==> src/rtl/dispatch_queue_pkg.sv <==
// Shared opcode encoding and field widths for the dispatch queue and its
// operand resolver.
package dispatch_queue_pkg;

    localparam int REG_POS_W = 5;

    typedef enum logic [5:0] {
        OPENUM_NOP  = 6'd0,
        OPENUM_ADD  = 6'd1,
        OPENUM_ADDI = 6'd2,
        OPENUM_BEQ  = 6'd3,
        OPENUM_LB   = 6'd10,
        OPENUM_LH   = 6'd11,
        OPENUM_LW   = 6'd12,
        OPENUM_LBU  = 6'd13,
        OPENUM_LHU  = 6'd14,
        OPENUM_SB   = 6'd15,
        OPENUM_SH   = 6'd16,
        OPENUM_SW   = 6'd17
    } openum_e;

endpackage

==> src/rtl/operand_resolve.sv <==
// Resolves one source operand to a (tag, value) pair from the rename bypass,
// regfile, CDB channels and ROB ready data, in that priority order.
module operand_resolve
    import dispatch_queue_pkg::*;
#(
    parameter int NUM_CDB  = 2,
    parameter int ROB_ID_W = 4,
    parameter int DATA_W   = 32
) (
    input  logic [REG_POS_W-1:0]        rs,
    input  logic                        last_valid,
    input  logic [REG_POS_W-1:0]        last_rd,
    input  logic [ROB_ID_W-1:0]         last_rob_id,
    input  logic [ROB_ID_W-1:0]         q_from_reg,
    input  logic [DATA_W-1:0]           v_from_reg,
    input  logic                        q_ready_from_rob,
    input  logic [DATA_W-1:0]           ready_data_from_rob,
    input  logic [NUM_CDB-1:0]          cdb_valid,
    input  logic [NUM_CDB*ROB_ID_W-1:0] cdb_rob_id,
    input  logic [NUM_CDB*DATA_W-1:0]   cdb_result,
    output logic [ROB_ID_W-1:0]         q,
    output logic [DATA_W-1:0]           v
);

    logic              cdb_hit;
    logic [DATA_W-1:0] cdb_data;

    // Scan from the top so the lowest-index matching channel is the one kept.
    always_comb begin
        cdb_hit  = 1'b0;
        cdb_data = '0;
        for (int i = NUM_CDB - 1; i >= 0; i--) begin
            if (cdb_valid[i] && cdb_rob_id[i*ROB_ID_W +: ROB_ID_W] == q_from_reg) begin
                cdb_hit  = 1'b1;
                cdb_data = cdb_result[i*DATA_W +: DATA_W];
            end
        end
    end

    // NOTE: every output gets a default before the priority chain, so no latch is inferred.
    always_comb begin
        q = '0;
        v = '0;
        if (rs != '0) begin
            if (last_valid && last_rd == rs)  q = last_rob_id;
            else if (q_from_reg == '0)        v = v_from_reg;
            else if (cdb_hit)                 v = cdb_data;
            else if (q_ready_from_rob)        v = ready_data_from_rob;
            else                              q = q_from_reg;
        end
    end

endmodule

==> src/rtl/dispatch_queue.sv <==
// DEPTH-entry dispatch FIFO: buffers decoded instructions and issues the head
// to ROB/RS/LSB/regfile with registered one-cycle enable pulses.
module dispatch_queue
    import dispatch_queue_pkg::*;
#(
    parameter int DEPTH    = 4,
    parameter int NUM_CDB  = 2,
    parameter int ROB_ID_W = 4,
    parameter int DATA_W   = 32,
    parameter int OPENUM_W = 6
) (
    input  logic                        clk,
    input  logic                        rst,
    input  logic                        rdy,
    input  logic                        in_valid,
    output logic                        in_ready,
    input  logic [OPENUM_W-1:0]         in_openum,
    input  logic [REG_POS_W-1:0]        in_rd,
    input  logic [REG_POS_W-1:0]        in_rs1,
    input  logic [REG_POS_W-1:0]        in_rs2,
    input  logic [DATA_W-1:0]           in_imm,
    input  logic [DATA_W-1:0]           in_pc,
    input  logic [DATA_W-1:0]           in_rollback_pc,
    input  logic                        in_is_jump,
    input  logic                        in_pred_jump,
    output logic [REG_POS_W-1:0]        rs1_to_reg,
    output logic [REG_POS_W-1:0]        rs2_to_reg,
    input  logic [DATA_W-1:0]           V1_from_reg,
    input  logic [DATA_W-1:0]           V2_from_reg,
    input  logic [ROB_ID_W-1:0]         Q1_from_reg,
    input  logic [ROB_ID_W-1:0]         Q2_from_reg,
    output logic [ROB_ID_W-1:0]         Q1_to_rob,
    output logic [ROB_ID_W-1:0]         Q2_to_rob,
    input  logic                        Q1_ready_from_rob,
    input  logic                        Q2_ready_from_rob,
    input  logic [DATA_W-1:0]           ready_data1_from_rob,
    input  logic [DATA_W-1:0]           ready_data2_from_rob,
    input  logic [ROB_ID_W-1:0]         rob_id_from_rob,
    input  logic                        rob_full,
    input  logic                        rs_full,
    input  logic                        lsb_full,
    input  logic [NUM_CDB-1:0]          cdb_valid,
    input  logic [NUM_CDB*ROB_ID_W-1:0] cdb_rob_id,
    input  logic [NUM_CDB*DATA_W-1:0]   cdb_result,
    input  logic                        rollback,
    output logic                        ena_to_rob,
    output logic                        ena_to_rs,
    output logic                        ena_to_lsb,
    output logic                        ena_to_reg,
    output logic [OPENUM_W-1:0]         out_openum,
    output logic [DATA_W-1:0]           out_V1,
    output logic [DATA_W-1:0]           out_V2,
    output logic [DATA_W-1:0]           out_imm,
    output logic [DATA_W-1:0]           out_pc,
    output logic [DATA_W-1:0]           out_rollback_pc,
    output logic [ROB_ID_W-1:0]         out_Q1,
    output logic [ROB_ID_W-1:0]         out_Q2,
    output logic [ROB_ID_W-1:0]         out_rob_id,
    output logic [REG_POS_W-1:0]        out_rd,
    output logic                        out_is_jump,
    output logic                        out_pred_jump
);

    localparam int PTR_W = $clog2(DEPTH);

    logic [PTR_W:0]   wr_ptr, rd_ptr;
    logic [PTR_W-1:0] wr_idx, rd_idx;
    logic             empty, full, head_is_ls, do_enq, do_store, issue;

    logic [OPENUM_W-1:0]  mem_openum    [DEPTH];
    logic [REG_POS_W-1:0] mem_rd        [DEPTH];
    logic [REG_POS_W-1:0] mem_rs1       [DEPTH];
    logic [REG_POS_W-1:0] mem_rs2       [DEPTH];
    logic [DATA_W-1:0]    mem_imm       [DEPTH];
    logic [DATA_W-1:0]    mem_pc        [DEPTH];
    logic [DATA_W-1:0]    mem_rb_pc     [DEPTH];
    logic                 mem_is_jump   [DEPTH];
    logic                 mem_pred_jump [DEPTH];

    logic                 last_valid;
    logic [REG_POS_W-1:0] last_rd;
    logic [ROB_ID_W-1:0]  last_rob_id;
    logic [ROB_ID_W-1:0]  q1, q2;
    logic [DATA_W-1:0]    v1, v2;

    assign wr_idx   = wr_ptr[PTR_W-1:0];
    assign rd_idx   = rd_ptr[PTR_W-1:0];
    assign empty    = (wr_ptr == rd_ptr);
    assign full     = (wr_ptr[PTR_W] != rd_ptr[PTR_W]) && (wr_idx == rd_idx);
    assign in_ready = !full;

    // NOPs complete the handshake but never occupy a slot.
    assign do_enq     = in_valid && in_ready && rdy && !rollback;
    assign do_store   = do_enq && (in_openum != OPENUM_W'(OPENUM_NOP));
    assign head_is_ls = (mem_openum[rd_idx] >= OPENUM_W'(OPENUM_LB)) &&
                        (mem_openum[rd_idx] <= OPENUM_W'(OPENUM_SW));
    assign issue      = !empty && rdy && !rollback && !rob_full &&
                        (head_is_ls ? !lsb_full : !rs_full);

    assign rs1_to_reg = mem_rs1[rd_idx];
    assign rs2_to_reg = mem_rs2[rd_idx];
    assign Q1_to_rob  = Q1_from_reg;
    assign Q2_to_rob  = Q2_from_reg;

    operand_resolve #(.NUM_CDB(NUM_CDB), .ROB_ID_W(ROB_ID_W), .DATA_W(DATA_W)) u_resolve_rs1 (
        .rs(mem_rs1[rd_idx]), .last_valid(last_valid), .last_rd(last_rd), .last_rob_id(last_rob_id),
        .q_from_reg(Q1_from_reg), .v_from_reg(V1_from_reg),
        .q_ready_from_rob(Q1_ready_from_rob), .ready_data_from_rob(ready_data1_from_rob),
        .cdb_valid(cdb_valid), .cdb_rob_id(cdb_rob_id), .cdb_result(cdb_result),
        .q(q1), .v(v1)
    );

    operand_resolve #(.NUM_CDB(NUM_CDB), .ROB_ID_W(ROB_ID_W), .DATA_W(DATA_W)) u_resolve_rs2 (
        .rs(mem_rs2[rd_idx]), .last_valid(last_valid), .last_rd(last_rd), .last_rob_id(last_rob_id),
        .q_from_reg(Q2_from_reg), .v_from_reg(V2_from_reg),
        .q_ready_from_rob(Q2_ready_from_rob), .ready_data_from_rob(ready_data2_from_rob),
        .cdb_valid(cdb_valid), .cdb_rob_id(cdb_rob_id), .cdb_result(cdb_result),
        .q(q2), .v(v2)
    );

    // NOTE: storage is not reset; the pointers alone define which slots hold valid data.
    always_ff @(posedge clk) begin
        if (do_store) begin
            mem_openum[wr_idx]    <= in_openum;
            mem_rd[wr_idx]        <= in_rd;
            mem_rs1[wr_idx]       <= in_rs1;
            mem_rs2[wr_idx]       <= in_rs2;
            mem_imm[wr_idx]       <= in_imm;
            mem_pc[wr_idx]        <= in_pc;
            mem_rb_pc[wr_idx]     <= in_rollback_pc;
            mem_is_jump[wr_idx]   <= in_is_jump;
            mem_pred_jump[wr_idx] <= in_pred_jump;
        end
    end

    // NOTE: sequential state uses non-blocking assignments only.
    always_ff @(posedge clk or posedge rst) begin
        if (rst) begin
            wr_ptr          <= '0;
            rd_ptr          <= '0;
            last_valid      <= 1'b0;
            last_rd         <= '0;
            last_rob_id     <= '0;
            ena_to_rob      <= 1'b0;
            ena_to_rs       <= 1'b0;
            ena_to_lsb      <= 1'b0;
            ena_to_reg      <= 1'b0;
            out_openum      <= '0;
            out_V1          <= '0;
            out_V2          <= '0;
            out_imm         <= '0;
            out_pc          <= '0;
            out_rollback_pc <= '0;
            out_Q1          <= '0;
            out_Q2          <= '0;
            out_rob_id      <= '0;
            out_rd          <= '0;
            out_is_jump     <= 1'b0;
            out_pred_jump   <= 1'b0;
        end else if (!rdy) begin
            ena_to_rob <= 1'b0;
            ena_to_rs  <= 1'b0;
            ena_to_lsb <= 1'b0;
            ena_to_reg <= 1'b0;
        end else begin
            ena_to_rob <= issue;
            ena_to_rs  <= issue && !head_is_ls;
            ena_to_lsb <= issue && head_is_ls;
            ena_to_reg <= issue && (mem_rd[rd_idx] != '0);
            if (rollback) begin
                wr_ptr     <= '0;
                rd_ptr     <= '0;
                last_valid <= 1'b0;
            end else begin
                last_valid <= issue;
                if (do_store) wr_ptr <= wr_ptr + 1'b1;
                if (issue) begin
                    rd_ptr          <= rd_ptr + 1'b1;
                    last_rd         <= mem_rd[rd_idx];
                    last_rob_id     <= rob_id_from_rob;
                    out_openum      <= mem_openum[rd_idx];
                    out_V1          <= v1;
                    out_V2          <= v2;
                    out_Q1          <= q1;
                    out_Q2          <= q2;
                    out_imm         <= mem_imm[rd_idx];
                    out_pc          <= mem_pc[rd_idx];
                    out_rollback_pc <= mem_rb_pc[rd_idx];
                    out_rob_id      <= rob_id_from_rob;
                    out_rd          <= mem_rd[rd_idx];
                    out_is_jump     <= mem_is_jump[rd_idx];
                    out_pred_jump   <= mem_pred_jump[rd_idx];
                end
            end
        end
    end

endmodule

==> config.mk <==
export PLATFORM = sky130hd
export DESIGN_NAME = dispatch_queue
export DESIGN_NICKNAME = d
export VERILOG_FILES = /design/src/rtl/dispatch_queue_pkg.sv /design/src/rtl/operand_resolve.sv /design/src/rtl/dispatch_queue.sv
export SDC_FILE = /design/constraint.sdc
export NUM_CORES = 1
export LEC_CHECK = 0
export CAP_MARGIN = 20
export CORE_MARGIN = 2
export CORE_UTILIZATION = 47
export DETAILED_ROUTE_END_ITERATION = 12
export HOLD_SLACK_MARGIN = 0.06
export PLACE_DENSITY_LB_ADDON = 0.1
export SYNTH_ARGS = -nofsm -noshare
export SYNTH_HDL_FRONTEND = slang
export SYNTH_SLANG_ARGS = --single-unit
==> constraint.sdc <==
create_clock -name clk -period 6.65 [get_ports clk]
set_input_delay 0.9975 -clock clk [delete_from_list [all_inputs] [get_ports clk]]
set_output_delay 0.9975 -clock clk [all_outputs]
set_load 0.02 [all_outputs]
; After elaboration in Yosys (flattened, before gate mapping)
; Memories as Yosys holds them, arrays and structs flattened. A register that Yosys moved wholly into a read port is not among the register bits.
; Index checks and enable logic that the tools add are counted.
[classes]
shifts = 0
n_addsub = 2
eq_ne = 9
n_bitwise = 1
n_mux = 40
reduce_logical = 37
order_cmp = 2
div_mod_pow = 0
multipliers = 0
[ops]
columns = op, count
row1 = 2-to-1 mux 32 bit, 14
row2 = 2-to-1 mux 4 bit, 10
row3 = logical AND 1 bit, 19
row4 = == test 4 bit, 4
row5 = nonzero test 5 bit, 3
row6 = 2-to-1 mux 1 bit, 12
row7 = 2-to-1 mux 3 bit, 4
row8 = == test 5 bit, 2
row9 = logical NOT 4 bit, 2
row10 = logical NOT 1 bit, 7
row11 = "adder 3 x 1 -> 3 bit, second input constant", 2
row12 = ">= comparator 6 x 4 -> 1 bit, second input constant", 1
row13 = "less-or-equal comparator 6 x 5 -> 1 bit, second input constant", 1
row14 = nonzero test 6 bit, 1
row15 = AND reduction 2 bit, 2
row16 = nonzero test 2 bit, 2
row17 = == test 3 bit, 1
row18 = AND reduction 3 bit, 1
row19 = == test 2 bit, 1
row20 = != test 1 bit, 1
row21 = inverter 1 bit, 1
[word_totals]
rom_bits = 0
latchBits = 0
input_bits = 343
n_memories = 9
ff_bits = 98
ram_bits = 476
word_cells = 114
[memory_table]
columns = memory, words, word_bits, rd, rd_ports_with_merged_regs, write_ports, line_no
row1 = mem_imm, 4, 32, 1, 1, 1, dispatch_queue.sv:74  ; logic [DATA_W-1:0] mem_imm [DEPTH];
row2 = mem_pc, 4, 32, 1, 1, 1, dispatch_queue.sv:75  ; logic [DATA_W-1:0] mem_pc [DEPTH];
row3 = mem_rb_pc, 4, 32, 1, 1, 1, dispatch_queue.sv:76  ; logic [DATA_W-1:0] mem_rb_pc [DEPTH];
row4 = mem_openum, 4, 6, 1, 0, 1, dispatch_queue.sv:70  ; logic [OPENUM_W-1:0] mem_openum [DEPTH];
row5 = mem_rd, 4, 5, 1, 0, 1, dispatch_queue.sv:71  ; logic [REG_POS_W-1:0] mem_rd [DEPTH];
row6 = mem_rs1, 4, 5, 1, 0, 1, dispatch_queue.sv:72  ; logic [REG_POS_W-1:0] mem_rs1 [DEPTH];
row7 = +3 memories, --, --, --, --, --, --

; Depth between registers and ports, before layout
; Gate-level depths: netlist (run 1).
[depth]
word_depth = 9
ltp_mapped = 12
depth_no_buf = 6

; Modules after synthesis
; A second synthesis (run 1) with hierarchy kept.
[hier_totals]
hier_cells = 1557
area_unflattened_um2 = 28672.5
[by_module_without_submodules]
columns = mod, seq_area_each_um2, instances, cells_each, area_per_inst_um2
row1 = dispatch_queue, 19198.4, 1, 1087, 25619.6
row2 = operand_resolve, 0.0, 2, 235, 1526.5

; Worst setup path before layout (run 1)
; OpenSTA, ideal clock, no wires.
[synth_timing]
path_kind = flip-flop to flip-flop
startpoint = register rd_ptr[0]
endpoint = memory mem_imm[3][0] (enable)
required_time_ps = 6156
arrival_ps = 4310
setup_time_ps = 494
path_stages_with_launch = 8
path_buffers = 3
path_slack_ps = 1846
path_cell_list = dfrtp_1 -> buf_6 -> buf_6 -> buf_6 -> xor2_1 -> or3_1 -> o311a_1 -> and2_1
[synth_between]
elab_chain_len = 9
[synth_rtl]
columns = element, line_no
row1 = "start, declared", dispatch_queue.sv:66  ; logic [PTR_W:0] wr_ptr, rd_ptr;
row2 = "start signal, assigned", dispatch_queue.sv:178  ; rd_ptr <= rd_ptr + 1'b1;
row3 = == test 2 bit, dispatch_queue.sv:89  ; assign full = (wr_ptr[PTR_W] != rd_ptr[PTR_W]) && (wr_idx == rd_idx);
row4 = logical AND 1 bit, dispatch_queue.sv:89
row5 = logical NOT 1 bit, dispatch_queue.sv:90  ; assign in_ready = !full;
row6 = named net in_ready, dispatch_queue.sv:16  ; output logic in_ready,
row7 = logical AND 1 bit (3 in series), dispatch_queue.sv:93  ; assign do_enq = in_valid && in_ready && rdy && !rollback;
row8 = logical AND 1 bit, dispatch_queue.sv:94  ; assign do_store = do_enq && (in_openum != OPENUM_W'(OPENUM_NOP));
row9 = 2-to-1 mux 1 bit, dispatch_queue.sv:123  ; if (do_store) begin
row10 = 2-to-1 mux 1 bit (implied by the code), dispatch_queue.sv:128  ; mem_imm[wr_idx] <= in_imm;
row11 = "end, declared", dispatch_queue.sv:74
; The timed path passes the listed nets, and every way through them passes these cells.

; Final worst setup path (run 1)
[layout_timing]
startpoint = register rd_ptr[0]
endpoint = output port rs2_to_reg[4]
[layout_between]
elab_chain_len = 1
[layout_rtl]
columns = element, line_no
row1 = memory read (4 x 5 bit), --
row2 = "end, declared", dispatch_queue.sv:27  ; output logic [REG_POS_W-1:0] rs2_to_reg,
; No other way between the ends.

==> results.cfg, run 1 <==
[synth]
synth_top_area_cell = sky130_fd_sc_hd__edfxtp_1
synthesis.area_per_instance_sq_um = 17.03
synth_nets = 2055
seq_area_frac_synth_pct = 66.03
synthDominantCellAreaShare_pct = 49.16
postSynthRegisterBits = 672
instance_count_of_the_mapped_netlist = 1707
synth-main-ff-cell = sky130_fd_sc_hd__edfxtp_1
ys_top_cells_by_area = sky130_fd_sc_hd__edfxtp_1 (49%), sky130_fd_sc_hd__dfrtp_1 (17%), sky130_fd_sc_hd__mux4_2 (9.2%)
async_flop_share_pct = 29.17
edff_count_synth = 476
synthesis.area_sq_um = 29080
ys_warn_count = 0
yosysUniqueCellTypes = 47

[routing]
routed_wire_length_per_instance_um = 29.46
routed_antenna_nets = 0
drc = 0
drt-vias-per-instance = 5.868
via_count_of_the_routed_design = 18090
finalWirelength_mm = 90.83
detailedRoute.firstIterationViolations = 1429
drtPass1Iterations = 5

[timing]
timing.final.crit_period_ns = 4.528
setup_violations = 0
tightestPinTransition_ns = 1.080
rsz_0062_raised_after_global_routing = no
holdWs_ns = 0.5049
hold_viol = 0
final.period_utilization_pct = 68.09
fin_setup_tns_ns = 0
report.final.slew_viol_count = 0
finClkSkew_ns = 0.01508
max_clock_freq_mhz = 220.9
rel_slew_slack_pct = 27.98

[clock_network]
cts_resized = 0
cts_inserted_buffers = 71
htree_num_levels = 3
clock_tree.root_cell = sky130_fd_sc_hd__clkbuf_16
tritoncts_num_sinks = 672
clkTransAtPathRegs_ns = 0.06
tritoncts = done
cts_setup_buffers = 0
clk_path_buf_depth = 3
insertion_delay_ns = 0.59
cts-hold-fix-buffers = 0

[placed_design]
globalplace.congestion = 0.9492
detailedPlacementHpwl_mm = 61.24
port_buffers = 550

[floorplanning]
core_region_area_sq_um = 61480
fp.dieH_um = 252.7
fp-row-count = 91
die_x_um = 252.7
initial_utilization_pct = 47.29
design.die.area_sq_um = 63870
ios = 551

[flow_run]
cap_violations = 0

[final_layout]
multi_input_area_sq_um = 9099
finish.net_count = 2568
registers_with_the_most_flip_flops = mem_imm: 128 flops, mem_pc: 128 flops, mem_rb_pc: 128 flops
ff_latch_area_sq_um = 19210
layout.filler_cells = 4627
layout-drive-gt1-share_pct = 20.22
area.growth.synth_to_final_pct = 29.24
utilization_of_the_core_after_routing_pct = 61.12

[global_route]
number_of_antenna_violations_at_the_first_check_in_global_routing = 19
grt_remaining_overflow = 0
grtUsageTotal_pct = 28.14
grt_pass1_vias = 18560
grt_pass1_wl_mm = 130.4
grt_start_max_net_pins = 103

[status]
run_status = finished, final reports clean

[power_and_ir_drop]
fin_total_pwr_uw = 13080
power.ir.vdd_worst_mv = 0.4124
total_leakage_power_uw = 0.01407
pwr_density_cell_nw_per_um2 = 348.0

[critical_path]
critPathKind = reg2out
crit_path_max_fanout = 42
worstPathArrival_ns = 3.53
crit_required_ns = 5.65
endpoint_class_of_the_critical_path = output pin
critical_path.startpoint_type = register

[hold_path]
worstHoldPathType = reg2reg
-- worst max-delay path, cell delays in order, from the launching register on --
cell                              delay [ns]
sky130_fd_sc_hd__dfrtp_4                0.78
sky130_fd_sc_hd__buf_4                  0.77
sky130_fd_sc_hd__mux4_2                 0.66
sky130_fd_sc_hd__clkdlybuf4s50_1        0.63
-- final timing paths --
| path | from | end | slack, ns | cells after the start |
|---|---|---|---|---|
| min reg2reg | out_pc[0]$_DFFE_PP0P_ | out_pc[0]$_DFFE_PP0P_ | 0.50 | 1 |
| max reg2reg | rd_ptr[0]$_DFFE_PP0P_ | out_V1[10]$_DFFE_PP0P_ | 2.36 | 7 |
| min in group asynchronous | rst | out_V2[28]$_DFFE_PP0P_ | 0.90 | 2 |
| min | out_pc[0]$_DFFE_PP0P_ | out_pc[0]$_DFFE_PP0P_ | 0.50 | 1 |
| max in group asynchronous | rst | out_rollback_pc[16]$_DFFE_PP0P_ | 4.50 | 3 |
| max | rd_ptr[0]$_DFFE_PP0P_ | rs2_to_reg[4] | 2.12 | 3 |
-- cell usage in the layout, fill, tap and decap left out, types with 5 or more instances in the layout --
master                            count
sky130_fd_sc_hd__ha_1                 5
sky130_fd_sc_hd__nand2_1             73
sky130_fd_sc_hd__clkinv_2             8
sky130_fd_sc_hd__bufinv_16            8
sky130_fd_sc_hd__mux2_4             153
sky130_fd_sc_hd__buf_4               31
sky130_fd_sc_hd__mux4_2             119
sky130_fd_sc_hd__and3_1             130
sky130_fd_sc_hd__a21boi_0            64
sky130_fd_sc_hd__clkdlybuf4s50_1    550
sky130_fd_sc_hd__diode_2             18
sky130_fd_sc_hd__nor4b_1              8
sky130_fd_sc_hd__xnor2_1             17
sky130_fd_sc_hd__clkbuf_1            21
sky130_fd_sc_hd__inv_1               14
sky130_fd_sc_hd__clkbuf_8             7
sky130_fd_sc_hd__o221ai_1            64
sky130_fd_sc_hd__nand3_1             66
sky130_fd_sc_hd__mux2_2              23
sky130_fd_sc_hd__dfrtp_1            194
sky130_fd_sc_hd__clkbuf_16           72
sky130_fd_sc_hd__xor2_1              14
sky130_fd_sc_hd__mux2i_1              9
sky130_fd_sc_hd__edfxtp_1           476
sky130_fd_sc_hd__a31oi_1             72
-- cells by family after synthesis --
logic type                 share of synthesized area [%]
AOI/OAI and AO/OA                                  5.655
xor gates and xnor gates                          0.9338
adders and majority gates                         0.2152
buffers and inverters                              2.814
DFF                                                66.03
muxes                                              18.32
and+or+nand+nor                                    6.033
-- through the flow --
| step | cells | instance area [sq um] | worst slack (ns) |
|---|---|---|---|
| floorplan | 1707 | 29080 | 0.3119 |
| global placement | 2937 | 35180 | 2.330 |
| detailed placement | 2937 | 35180 | 2.289 |
| CTS | 3065 | 37530 | 2.026 |
| global route | 3074 | 37550 | 1.900 |
| finish | 3083 | 37580 | 2.122 |
-- synthesized netlist by cell type, drive strengths merged (2+ instances only) --
library cell    n
dfrtp         196
o221ai         64
o21bai          2
mux2          176
mux2i           9
and2            8
a21boi         64
o21ai           4
edfxtp        476
ha              5
nor2            6
xnor2          17
nand2          73
or4             5
nand3          66
clkbuf        104
buf            41
a31oi          72
inv            15
nor3            6
nor4            4
a21oi           4
or2             3
nand4           2
xor2           14
nand2b          3
and3          130
nor4b           9
mux4          119
-- final cells by class --
type | count | area share, %
flip-flops and latches | 672 | 51.11
multi-input cells | 875 | 24.21
repair buffers | 585 | 15.48
clock buffers | 100 | 5.261
well taps | 790 | 2.631
clock inverters | 28 | 1.009
inverters | 15 | 0.1698
diodes | 18 | 0.1199
-- routing by layer --
metal  track usage (%)  share of wire [%]  vias up
li1                  -                  -     7834
met1             35.67                 40     9417
met2             45.23                 48      672
met3             6.962                7.5      157
met4             14.32                4.8       10
met5                 0              0.073        -
-- power by group --
part / internal [uW] / leakage (uW) / total, uW / switching (uW)
clock network: 2400 / 0.00114 / 4020 / 1620
registers: 5070 / 0.00681 / 5530 / 452
logic: 1890 / 0.00612 / 3530 / 1640
No activity file was read; power rests on OpenSTA's default activity.
==> run 2: changes to the inputs <==
- clock period: 6.65 -> 3.65 ns (I/O delays scaled with it)
==> run 2 against run 1 <==
Effect of this change:
- cell area is 1.8% higher
- via count rose by 0.54%
- count of clock-buffer cells in the layout shrank 2
- register-to-register slack got worse by 2.0 ns
- wire length is 3.3% lower
- worst setup slack got worse by 1.8 ns
==> results.cfg, run 2 (synthesized netlist as in run 1, its figures left out) <==
[status]
run_status = finished, final reports clean

[flow_run]
cap_violations = 0

[critical_path]
critPathKind = reg2reg
timing.critical_path.buf_inv = 1
ff2ff_setup_slack_ns = 0.32
crit_path_max_fanout = 21
largest_delay_share_family_worst_path = multiplexers
endpoint_class_of_the_critical_path = register
crit-reg2reg-launch = rd_ptr[0]$_DFFE_PP0P_
critical_path.startpoint_type = register
critical-path-slowest-cell = sky130_fd_sc_hd__dfrtp_4
worst_r2r_endpoint = out_V1[1]$_DFFE_PP0P_
critical_path.max_stage_delay_ns = 0.70
worstPathCellList = mux4_2 -> xnor2_1 -> nand4_1 -> o21bai_4 -> buf_4 -> a31oi_1 -> mux2_4
crit_required_ns = 4.12
ff2ff_path_depth = 7
worstPathArrival_ns = 3.80

[routing]
detailedRoute.firstIterationViolations = 1529
drt-vias-per-instance = 5.829
drtPass1Iterations = 5
routed_antenna_nets = 0
via_count_of_the_routed_design = 18190
finalWirelength_mm = 87.83
routed_wire_length_per_instance_um = 28.15
drc = 0

[hold_path]
worstHoldPathType = reg2reg
hold_path_startpoint = out_pc[0]$_DFFE_PP0P_
endpoint_of_the_worst_hold_path = out_pc[0]$_DFFE_PP0P_
min_path_cells = 1

[placed_design]
detailedPlacementHpwl_mm = 60.85
port_buffers = 550
dpl_cell_area_sq_um = 35710
globalplace.congestion = 0.9346

[global_route]
grt_pass1_vias = 18370
grt_remaining_overflow = 0
grt.busiest_layer = met2
number_of_antenna_violations_at_the_first_check_in_global_routing = 21
grt_start_max_net_pins = 67
grt.met3_usage_pct = 6.313
grt_pass1_wl_mm = 126.1
global_route.usage.met1_pct = 34.26
use_met2_pct = 45.46
grtUsageTotal_pct = 27.18

[timing]
hold_viol = 0
rel_slew_slack_pct = 33.48
report.final.slew_viol_count = 0
setup_violations = 0
max_clock_freq_mhz = 300.3
fin_setup_tns_ns = 0
finClkSkew_ns = 0.01581
timing.final.crit_period_ns = 3.330
final.period_utilization_pct = 91.25
tightestPinTransition_ns = 0.9957
rsz_0062_raised_after_global_routing = no

[clock_network]
cts_inserted_buffers = 72
htree_num_levels = 3
cts-hold-fix-buffers = 0
insertion_delay_ns = 0.60
clkTransAtPathRegs_ns = 0.06
clock_tree.root_cell = sky130_fd_sc_hd__clkbuf_16
tritoncts_num_sinks = 672
cts_setup_buffers = 0
clk_path_buf_depth = 3
cts_resized = 0
tritoncts = done

[final_layout]
layout.filler_cells = 4578
final_common_cell = sky130_fd_sc_hd__clkdlybuf4s50_1
finish.net_count = 2606
cell_area_after_layout_sq_um = 38250
layout-drive-gt1-share_pct = 21.72
area.growth.synth_to_final_pct = 31.55
final_cell_mix = sky130_fd_sc_hd__clkdlybuf4s50_1 (550), sky130_fd_sc_hd__edfxtp_1 (476), sky130_fd_sc_hd__dfrtp_1 (194)
utilization_of_the_core_after_routing_pct = 62.21
registers_with_the_most_flip_flops = mem_imm: 128 flops, mem_pc: 128 flops, mem_rb_pc: 128 flops

[floorplanning]
core_region_area_sq_um = 61480
ios = 551
initial_utilization_pct = 47.29
fp-row-count = 91
fp.dieH_um = 252.7
die_x_um = 252.7
design.die.area_sq_um = 63870

[power_and_ir_drop]
total_leakage_power_uw = 0.01441
power.ir.vdd_worst_mv = 0.4747
pwr_density_cell_nw_per_um2 = 626.6
==> run 2: worst max path at each step <==
| stage | startpoint | endpoint | cells after the start |
|---|---|---|---|
| floorplan | rd_ptr[0]$_DFFE_PP0P_ | mem_imm[3][0]$_DFFE_PP_ | 7 |
| global placement | Q2_from_reg[0] | out_V2[27]$_DFFE_PP0P_ | 8 |
| detailed placement | Q2_from_reg[0] | out_V2[27]$_DFFE_PP0P_ | 8 |
| CTS | rd_ptr[0]$_DFFE_PP0P_ | out_V1[1]$_DFFE_PP0P_ | 7 |
| global route | rd_ptr[0]$_DFFE_PP0P_ | out_V1[8]$_DFFE_PP0P_ | 7 |
| finish | rd_ptr[0]$_DFFE_PP0P_ | out_V1[1]$_DFFE_PP0P_ | 7 |
==> run 2: worst reg2reg max path: stages (launching register included) <==
cell and delay (ns):
sky130_fd_sc_hd__dfrtp_4 0.70, sky130_fd_sc_hd__mux4_2 0.65, sky130_fd_sc_hd__xnor2_1 0.17, sky130_fd_sc_hd__nand4_1 0.33
sky130_fd_sc_hd__o21bai_4 0.70, sky130_fd_sc_hd__buf_4 0.32, sky130_fd_sc_hd__a31oi_1 0.07, sky130_fd_sc_hd__mux2_4 0.28
==> run 2: final cells by class <==
class                      instances  area, sq um  share of cell area [%]
antenna                           14        35.03                 0.09160
clock buffer                      98         2063                   5.394
clock inverter                    34        387.9                   1.014
inverter                          15        60.06                  0.1570
multi-input combinational        875         9099                   23.79
sequential                       672        19210                   50.21
tap                              790        988.4                   2.584
timing repair buffer             622         6409                   16.76
==> run 2: through the flow <==
stage | hold slack, ns | total power [uW] | instances | worst slack [ns]
2_1_floorplan | 0.5244 | 13260 | 1707 | 0.1877
3_3_place_gp | 0.4902 | 16540 | 2972 | 0.2886
6_report | 0.5064 | 23970 | 3120 | 0.3196
4_1_cts | 0.5072 | 24160 | 3104 | 0.3482
3_5_place_dp | 0.4930 | 16610 | 2972 | 0.3384
5_1_grt | 0.5193 | 24810 | 3116 | 0.1784
==> run 2: power breakdown <==
part,internal [uW],switching [uW]
Sequential,9240,834
Clock,4540,2960
Combinational,3510,2890
Total,17300,6680
==> run 2: per-layer routing <==
layer	routed length, um	vias to the layer above
li1	-	7905
met1	34170	9394
met2	43890	729
met3	6657	143
met4	3015	16
met5	103	-
==> run 3: changes to the inputs <==
- CORE_UTILIZATION: 47 -> 40
==> run 3 against run 2 <==
Effect of this change:
- total power increased by 0.65%
- non-clock buffer count decreased by 12
- global-route usage decreased by 4.3 points
- combinational power decreased by 0.9%
- die area increased by 17%
- critical path type unchanged
==> results.cfg, run 3 (synthesized netlist as in run 1, its figures left out) <==
[critical_path]
ff2ff_setup_slack_ns = 0.24
critical_path.startpoint_type = register
crit_required_ns = 4.15
worst_r2r_endpoint = out_V1[21]$_DFFE_PP0P_
worstPathArrival_ns = 3.91
crit_path_max_fanout = 32
endpoint_class_of_the_critical_path = register
ff2ff_path_depth = 6
crit-reg2reg-launch = rd_ptr[0]$_DFFE_PP0P_
critPathKind = reg2reg

[flow_run]
cap_violations = 0

[routing]
via_count_of_the_routed_design = 18010
drt-vias-per-instance = 5.516
drc = 0
maxUsedRoutingLayer = met5
m1WireLength_mm = 33.07
drtPass1Iterations = 5
routed_antenna_nets = 0
routed-wl-met3_mm = 6.561
routed_wire_length_per_instance_um = 26.65
met2_length_mm = 44.41
detailedRoute.firstIterationViolations = 1463
finalWirelength_mm = 87.03

[power_and_ir_drop]
total_leakage_power_uw = 0.01435
pwr_density_cell_nw_per_um2 = 628.3
power.ir.vdd_worst_mv = 0.5523

[clock_network]
htree_num_levels = 3
tritoncts = done
cts_setup_buffers = 0
insertion_delay_ns = 0.61
clk_path_buf_depth = 3
clock_tree.root_cell = sky130_fd_sc_hd__clkbuf_16
cts-hold-fix-buffers = 0
cts_resized = 0
cts_inserted_buffers = 74
tritoncts_num_sinks = 672
clkTransAtPathRegs_ns = 0.06

[timing]
fin_setup_tns_ns = 0
finClkSkew_ns = 0.02412
hold_viol = 0
final.period_utilization_pct = 93.51
tightestPinTransition_ns = 1.063
report.final.slew_viol_count = 0
rel_slew_slack_pct = 28.92
setup_violations = 0
max_clock_freq_mhz = 293.0
timing.final.crit_period_ns = 3.413
rsz_0062_raised_after_global_routing = no

[final_layout]
layout-drive-gt1-share_pct = 21.23
registers_with_the_most_flip_flops = mem_imm: 128 flops, mem_pc: 128 flops, mem_rb_pc: 128 flops
cell_area_after_layout_sq_um = 38390
area.growth.synth_to_final_pct = 32.05
final_cell_mix = sky130_fd_sc_hd__clkdlybuf4s50_1 (550), sky130_fd_sc_hd__edfxtp_1 (476), sky130_fd_sc_hd__dfrtp_1 (194)
layout.filler_cells = 5827
finish.net_count = 2596
final_common_cell = sky130_fd_sc_hd__clkdlybuf4s50_1

[status]
run_status = finished, final reports clean

[placed_design]
dpl_cell_area_sq_um = 35830
detailedPlacementHpwl_mm = 58.24
port_buffers = 550
globalplace.congestion = 0.9072

[floorplanning]
core_region_area_sq_um = 71730
initial_utilization_pct = 40.53
design.die.area_sq_um = 74860
die_x_um = 273.6
fp.dieH_um = 273.6
ios = 551
fp-row-count = 98

[global_route]
grtUsageTotal_pct = 22.84
grt_remaining_overflow = 0
grt_pass1_vias = 18880
grt_pass1_wl_mm = 126.7
grt_start_max_net_pins = 99
number_of_antenna_violations_at_the_first_check_in_global_routing = 18

[hold_path]
worstHoldPathType = in2async
==> run 3: changes by cell type in the layout (fill, tap and decap cells not counted), sizes merged <==
cell      before  now
diode         14    8
clkbuf        99  101
bufinv         8   11
inv           17   16
buf           71   60
clkinvlp       3    4
clkinv        21   19
==> run 3: power by group <==
group	total (uW)	switching [uW]	internal, uW
Sequential	10100	823	9240
Combinational	6330	2850	3490
Clock	7720	3070	4660
==> run 3: worst max-delay path, stage by stage (launching register included) <==
cell	delay, ns
sky130_fd_sc_hd__dfrtp_4	0.70
sky130_fd_sc_hd__mux4_2	0.63
sky130_fd_sc_hd__xnor2_1	0.30
sky130_fd_sc_hd__nand2_1	0.28
sky130_fd_sc_hd__o21bai_4	0.89
sky130_fd_sc_hd__a31oi_1	0.11
sky130_fd_sc_hd__mux2_4	0.32
==> run 3: metal layers <==
| layer | up-vias | track usage [%] |
|---|---|---|
| met5 | - | 0 |
| met1 | 9310 | 27.18 |
| met4 | 18 | 7.895 |
| met3 | 155 | 6.193 |
| li1 | 7850 | - |
| met2 | 681 | 39.81 |
==> run 3: stage by stage <==
step	total power, uW	setup slack, ns	cells	hold slack [ns]	utilization (%)
2_1_floorplan	13260	0.1877	1707	0.5244	-
3_3_place_gp	16550	0.3182	3122	0.4820	49.96
5_1_grt	25080	0.07723	3262	0.5156	53.51
4_1_cts	24430	0.2850	3258	0.4647	53.50
3_5_place_dp	16590	0.3197	3122	0.4901	49.96
6_report	24120	0.2369	3266	0.4256	53.52
==> run 3: final cells by class <==
type / count / area [sq um] / area share [%]
Sequential cell: 672 / 19210 / 50.02
Multi-Input combinational cell: 875 / 9099 / 23.70
Timing Repair Buffer: 610 / 6281 / 16.36
Clock buffer: 101 / 1993 / 5.191
Tap cell: 950 / 1189 / 3.096
Clock inverter: 35 / 545.5 / 1.421
Inverter: 15 / 60.06 / 0.1564
Antenna cell: 8 / 20.02 / 0.05214
==> run 3: how the worst max path moves through the flow <==
stage | start | end | slack [ns] | cells past startpoint
after floorplan | rd_ptr[0]$_DFFE_PP0P_ | mem_imm[3][0]$_DFFE_PP_ | 0.19 | 7
after global placement | rd_ptr[0]$_DFFE_PP0P_ | out_pc[3]$_DFFE_PP0P_ | 0.32 | 8
after detailed placement | rd_ptr[0]$_DFFE_PP0P_ | out_V1[14]$_DFFE_PP0P_ | 0.32 | 6
after CTS | rd_ptr[0]$_DFFE_PP0P_ | out_imm[28]$_DFFE_PP0P_ | 0.28 | 8
after global routing | rd_ptr[0]$_DFFE_PP0P_ | out_V1[21]$_DFFE_PP0P_ | 0.08 | 6
final | rd_ptr[0]$_DFFE_PP0P_ | out_V1[21]$_DFFE_PP0P_ | 0.24 | 6
